### src/rtl/board_pkg.sv
// Shared board constants, hue index type and hue names used by the
// button controller and the hue-to-RGB LUT.
package board_pkg;

    localparam int CLOCK_FREQ_HZ = 12_000_000;
    localparam int NUM_HUES      = 6;

    typedef logic [2:0] hue_t;

    typedef enum logic [2:0] {
        RED,
        YELLOW,
        GREEN,
        CYAN,
        BLUE,
        MAGENTA
    } hue_e;

    typedef enum logic [1:0] {
        S_IDLE,
        S_PRESSED,
        S_HELD
    } press_state_e;

    function automatic hue_t hue_next(input hue_t h, input int n);
        if (int'(h) >= n - 1) begin
            return '0;
        end
        return h + 3'd1;
    endfunction

endpackage

### src/rtl/btn_debounce.sv
// Two-flop synchroniser and stability counter for an active-low button;
// emits the accepted level (1 = pressed) and one-cycle edge strobes.
module btn_debounce #(
    parameter int DEBOUNCE_CYCLES = 120_000
) (
    input  logic clk,
    input  logic rst,
    input  logic btn_n,
    output logic btn_level,
    output logic btn_rise,
    output logic btn_fall
);

    localparam int CW = (DEBOUNCE_CYCLES > 1) ? $clog2(DEBOUNCE_CYCLES) : 1;
    localparam logic [CW-1:0] CNT_MAX = CW'(DEBOUNCE_CYCLES - 1);

    logic          sync1_q, sync1_d;
    logic          sync2_q, sync2_d;
    logic          level_q, level_d;
    logic          rise_q, rise_d;
    logic          fall_q, fall_d;
    logic [CW-1:0] cnt_q, cnt_d;
    logic          pressed_s;

    assign pressed_s = ~sync2_q;

    always_comb begin
        sync1_d = btn_n;
        sync2_d = sync1_q;
        level_d = level_q;
        rise_d  = 1'b0;
        fall_d  = 1'b0;
        cnt_d   = '0;
        // Count only while the input disagrees with the accepted level.
        if (pressed_s != level_q) begin
            if (cnt_q >= CNT_MAX) begin
                level_d = ~level_q;
                rise_d  = ~level_q;
                fall_d  = level_q;
            end else begin
                cnt_d = cnt_q + 1'b1;
            end
        end
    end

    always_ff @(posedge clk) begin
        if (rst) begin
            sync1_q <= 1'b1;
            sync2_q <= 1'b1;
            level_q <= 1'b0;
            rise_q  <= 1'b0;
            fall_q  <= 1'b0;
            cnt_q   <= '0;
        end else begin
            sync1_q <= sync1_d;
            sync2_q <= sync2_d;
            level_q <= level_d;
            rise_q  <= rise_d;
            fall_q  <= fall_d;
            cnt_q   <= cnt_d;
        end
    end

    assign btn_level = level_q;
    assign btn_rise  = rise_q;
    assign btn_fall  = fall_q;

endmodule

### src/rtl/button_hue_ctrl.sv
// Short/long press decoder driving the hue index; define AUTO_ADVANCE_EN
// to also step the hue once per CLOCK_FREQ cycles while the button is idle.
module button_hue_ctrl
    import board_pkg::*;
#(
    parameter int CLOCK_FREQ        = board_pkg::CLOCK_FREQ_HZ,
    parameter int DEBOUNCE_CYCLES   = 120_000,
    parameter int LONG_PRESS_CYCLES = 12_000_000,
    parameter int NUM_HUES          = board_pkg::NUM_HUES
) (
    input  logic       clk,
    input  logic       rst,
    input  logic       btn_n,
    output logic [2:0] hue_index,
    output logic       btn_level,
    output logic       short_pulse,
    output logic       long_pulse
);

    localparam int HW = (LONG_PRESS_CYCLES > 1) ? $clog2(LONG_PRESS_CYCLES) : 1;
    localparam logic [HW-1:0] HOLD_MAX = HW'(LONG_PRESS_CYCLES - 1);

    logic btn_rise;
    logic btn_fall;
    logic tick;

    press_state_e  state_q, state_d;
    logic [HW-1:0] hold_q, hold_d;
    hue_t          hue_q, hue_d;
    logic          short_q, short_d;
    logic          long_q, long_d;

    btn_debounce #(
        .DEBOUNCE_CYCLES(DEBOUNCE_CYCLES)
    ) u_debounce (
        .clk      (clk),
        .rst      (rst),
        .btn_n    (btn_n),
        .btn_level(btn_level),
        .btn_rise (btn_rise),
        .btn_fall (btn_fall)
    );

`ifdef AUTO_ADVANCE_EN
    localparam int TW = (CLOCK_FREQ > 1) ? $clog2(CLOCK_FREQ) : 1;
    localparam logic [TW-1:0] TICK_MAX = TW'(CLOCK_FREQ - 1);

    logic [TW-1:0] timer_q, timer_d;

    // Runs only in IDLE; an accepted press restarts the idle period.
    always_comb begin
        timer_d = '0;
        tick    = 1'b0;
        if (state_q == S_IDLE && !btn_rise) begin
            if (timer_q >= TICK_MAX) begin
                tick = 1'b1;
            end else begin
                timer_d = timer_q + 1'b1;
            end
        end
    end

    always_ff @(posedge clk) begin
        if (rst) begin
            timer_q <= '0;
        end else begin
            timer_q <= timer_d;
        end
    end
`else
    assign tick = 1'b0;
`endif

    always_comb begin
        state_d = state_q;
        hold_d  = hold_q;
        hue_d   = hue_q;
        short_d = 1'b0;
        long_d  = 1'b0;
        unique case (state_q)
            S_IDLE: begin
                if (btn_rise) begin
                    state_d = S_PRESSED;
                    hold_d  = '0;
                end
            end
            S_PRESSED: begin
                if (hold_q >= HOLD_MAX) begin
                    state_d = S_HELD;
                    long_d  = 1'b1;
                    hue_d   = '0;
                end else if (btn_fall) begin
                    state_d = S_IDLE;
                    short_d = 1'b1;
                    hue_d   = hue_next(hue_q, NUM_HUES);
                end else begin
                    hold_d = hold_q + 1'b1;
                end
            end
            S_HELD: begin
                // Level test also covers a release coinciding with the threshold.
                if (!btn_level) begin
                    state_d = S_IDLE;
                end
            end
            default: state_d = S_IDLE;
        endcase
        if (tick && !short_d) begin
            hue_d = hue_next(hue_q, NUM_HUES);
        end
    end

    always_ff @(posedge clk) begin
        if (rst) begin
            state_q <= S_IDLE;
            hold_q  <= '0;
            hue_q   <= '0;
            short_q <= 1'b0;
            long_q  <= 1'b0;
        end else begin
            state_q <= state_d;
            hold_q  <= hold_d;
            hue_q   <= hue_d;
            short_q <= short_d;
            long_q  <= long_d;
        end
    end

    assign hue_index   = hue_q;
    assign short_pulse = short_q;
    assign long_pulse  = long_q;

endmodule
### config.mk
export PLATFORM = sky130hd
export DESIGN_NAME = button_hue_ctrl
export DESIGN_NICKNAME = d
export VERILOG_FILES = /design/src/rtl/board_pkg.sv /design/src/rtl/btn_debounce.sv /design/src/rtl/button_hue_ctrl.sv
export SDC_FILE = /design/constraint.sdc
export NUM_CORES = 1
export LEC_CHECK = 0
export BUFFER_PORTS_ARGS = -buffer_cell sky130_fd_sc_hd__clkbuf_2
export CORE_MARGIN = 2
export CORE_UTILIZATION = 47
export CTS_BUF_LIST = sky130_fd_sc_hd__clkbuf_16
export CTS_CLUSTER_SIZE = 8
export DETAILED_ROUTE_END_ITERATION = 10
export PLACE_DENSITY = 0.72
export SLEW_MARGIN = 40
export SYNTH_ARGS = -nofsm -noshare
export SYNTH_HDL_FRONTEND = slang
export SYNTH_SLANG_ARGS = --single-unit
### constraint.sdc
create_clock -name clk -period 1.9 [get_ports clk]
set_input_delay 0.19 -clock clk [delete_from_list [all_inputs] [get_ports clk]]
set_output_delay 0.19 -clock clk [all_outputs]
set_load 0.03 [all_outputs]
==> results.sh <==
export IMPL_htree_levels=2
export IMPL_port_buffers=8
export IMPL_ioPinCount=9
export IMPL_synth_edf_count=0
export IMPL_placed_cell_area_um2=3070
export IMPL_grt_pass1_vias=2340
export IMPL_die_w_um=78.3
export IMPL_cts_max_path_buffers=2
export IMPL_use_met2_pct=36.0
export IMPL_yosys_area_top_type="dfxtp_1"
export IMPL_synth_net_count=300
export IMPL_cts_buffers=5
export IMPL_critPathBufInv=0
export IMPL_clk_latency_ns=0.30
export IMPL_syn_cell_area_um2=2590
export IMPL_fin_area_um2=3490
export IMPL_grt_busiest_layer="met2"
export IMPL_power_share_clock_pct=44.5
export IMPL_globalplace_congestion=0.817
export IMPL_grt_pass1_wl_um=10100
export IMPL_dp_hpwl_um=4160
export IMPL_area_growth_syn_to_layout_pct=34.8
export IMPL_route_vias_total=2416
export IMPL_worstPathRequired_ns=2.07
export IMPL_grtUsageMet1_pct=24.4
export IMPL_setup_viol=22
export IMPL_min_period_over_period_pct=107
export IMPL_min_path_type="in -> reg"
export IMPL_drt_iter0_drc=157
export IMPL_synth_top_cells_by_count="53 x dfxtp_1, 33 x nor2_1, 17 x a21oi_1, 16 x nand2_1, 16 x nand3_1"
export IMPL_min_period_ns=2.04
export IMPL_drtPass1Iterations=4
export IMPL_met3_usage_pct=4.02
export IMPL_die_y_um=78.3
export IMPL_critPathLaunchType="register"
export IMPL_grt_max_degree=19
export IMPL_end_kind="register"
export IMPL_antenna_found_initial=0
export IMPL_worstSetupPathType="reg -> reg"
export IMPL_slowest_stage="or4_4"
export IMPL_synth_cell_types=55
export IMPL_max_cap_violations=0
export IMPL_clock_skew_ns=0.00761
export IMPL_drc=0
export IMPL_ys_flop_type="dfxtp_1"
export IMPL_timing_hold_ws_ns=0.0848
export IMPL_p_sw_uw=448
export IMPL_ys_ff_latch=53
export IMPL_start_util_pct=48.0
export IMPL_cpLargestDelayFamily="simple AND/OR/NAND/NOR gates"
export IMPL_fmax_ghz=0.490
export IMPL_nets=365
export IMPL_setup_ws_ns=-0.139
export IMPL_r2r_slack_ns=-0.14
export IMPL_synth_warnings=0
export IMPL_grt_usage_pct=20.4
export IMPL_ys_seq_area_share_pct=40.9
export IMPL_comb_power_share_pct=1.7
export IMPL_rsz0062_at_grt="yes"
export IMPL_worstPathArrival_ns=2.21
export IMPL_grt_overflow_total=0
export IMPL_worstMarginPinSlew_ns=0.409
export IMPL_viasPerCell=5.61
export IMPL_rows=27
export IMPL_ant_nets=0
export IMPL_core_area_um2=5410
export IMPL_antenna_cells=0
export IMPL_slew_viol_final=0
export IMPL_power_density_nw_per_um2=592
export IMPL_avgRoutedWirePerCell_um=14.6
export IMPL_relSlewSlack_pct=72.7
export IMPL_syn_instance_count=293
export IMPL_violations="setup timing"
export IMPL_cts_sinks=53
export IMPL_clk_transition_reported_paths_ns=0.07
export IMPL_max_stage_delay_ns=0.58
export IMPL_netlist_top_cells_area="dfxtp_1 41%, xor2_1 5.1%, nor2_1 4.8%"
export IMPL_drive_gt1_share_pct=39.0
export IMPL_synth_top_area_share_pct=40.9
export IMPL_cts_root_buf="clkbuf_16"
export IMPL_p_leak_nw=1.29
export IMPL_final_hold_viol_count=0
export IMPL_irDropWorstVdd_v=0.000486
export IMPL_synth_most_common_cell="dfxtp_1"
export IMPL_p_int_mw=1.62
export IMPL_p_seq_share_pct=53.8
export IMPL_cp_cell_sequence="or2_1 > or3_4 > or4_4 > nand3_2 > or4_1 > a21oi_1"
export IMPL_p_sw_share_pct=21.7
export IMPL_outcome="finished with violations"
export IMPL_cts_tree="yes"
export IMPL_async_flop_share_pct=0
export IMPL_die_area_um2=6130
export IMPL_drt_total_wl_um=6270
export IMPL_worstPathMaxFanout=7
export IMPL_syn_area_per_cell_um2=8.85
-- per-stage QoR --
step	worst slack, ns	util (%)	power, mW	instances	setup TNS (ns)
after detailed placement	-0.117	56.8	1.17	416	-2.09
after floorplan	-0.117	-	1.16	293	-1.20
after global placement	-0.0834	56.8	1.17	416	-1.28
after CTS	-0.128	60.5	2.08	427	-2.22
final	-0.139	64.7	2.07	431	-2.21
after global routing	-0.216	64.7	2.13	431	-4.48
-- metal layers --
metal  vias to the layer above  routed length [um]  share of wire, %
met2                        40                3150                50
met5                         -                   0                 0
met1                      1163                2710                43
met4                         0                 207               3.3
met3                        17                 203               3.2
li1                       1196                   -                 -
-- cell type report --
cell class              instances  area [um^2]
well taps                      72         90.1
multi-input cells             226         1670
inverters                       7         26.3
flip-flops and latches         53         1070
repair buffers                 65          483
clock buffers                   5          125
clock inverters                 3         26.3
fillers                       436         1910
-- final timing paths --
path	start	endpoint	cells after the start
worst max-delay path	hold_q[22]$_SDFFE_PP0P_	hold_q[7]$_SDFFE_PP0P_	6
worst min register to register	u_debounce.sync1_q$_SDFF_PP1_	u_debounce.sync2_q$_SDFF_PP1_	1
worst max register to register	hold_q[22]$_SDFFE_PP0P_	hold_q[7]$_SDFFE_PP0P_	6
worst min-delay path	btn_n	u_debounce.sync1_q$_SDFF_PP1_	2
-- cells by family after synthesis --
kind of cell | after synthesis | synth area share [%]
AND/OR/NAND/NOR | 150 | 33.3
flip-flops | 53 | 40.9
AO/OA/AOI/OAI | 49 | 12.8
XOR/XNOR | 22 | 7.43
buffers and inverters | 14 | 3.09
adder cells (fa/ha/maj) | 4 | 1.93
multiplexers | 1 | 0.434
-- repair_timing --
action	4_1_cts	5_1_grt
gates resized for setup	7	44
setup buffers	3	4
endpoints found under the setup margin	26	48
cloned	0	1
pin swaps	4	18
hold buffers	0	0
-- cells in the final DEF, fill, tap and decap left out, types with 4 or more instances in the layout --
master | Yosys | final
xor2_1 | 15 | 14
a21oi_2 | 4 | 10
buf_4 | 0 | 53
nand3_1 | 16 | 16
o21ai_1 | 5 | 5
xnor2_1 | 7 | 6
or3_4 | 1 | 6
or4_1 | 6 | 4
nand4_1 | 12 | 12
a21oi_1 | 17 | 11
dfxtp_2 | 0 | 5
nor3_1 | 8 | 5
clkbuf_2 | 0 | 8
inv_1 | 7 | 7
and4_1 | 4 | 4
nor2_1 | 33 | 31
clkbuf_16 | 0 | 5
nand2_1 | 16 | 16
buf_6 | 1 | 4
or3_1 | 9 | 6
and3_1 | 8 | 5
dfxtp_1 | 53 | 47
-- state kept, by name (all words and copies together) (netlist names) --
| signal | cells |
|---|---|
| u_debounce.sync2_q | 1 |
| hue_index | 3 |
| short_pulse | 1 |
| state_q | 2 |
| hold_q | 24 |
| u_debounce.cnt_q | 17 |
| long_pulse | 1 |
| u_debounce.btn_level | 1 |
| u_debounce.btn_fall | 1 |
| u_debounce.btn_rise | 1 |
| u_debounce.sync1_q | 1 |
-- power by group through the flow --
stage	logic [mW]	clock network, mW	registers, mW
after floorplan	0.0181	0	1.14
after global placement	0.0298	0	1.14
after detailed placement	0.0302	0	1.14
after CTS	0.0302	0.933	1.11
after global routing	0.0382	0.983	1.11
final	0.0347	0.921	1.11
Note: power is estimated with default switching activity, not from simulation.
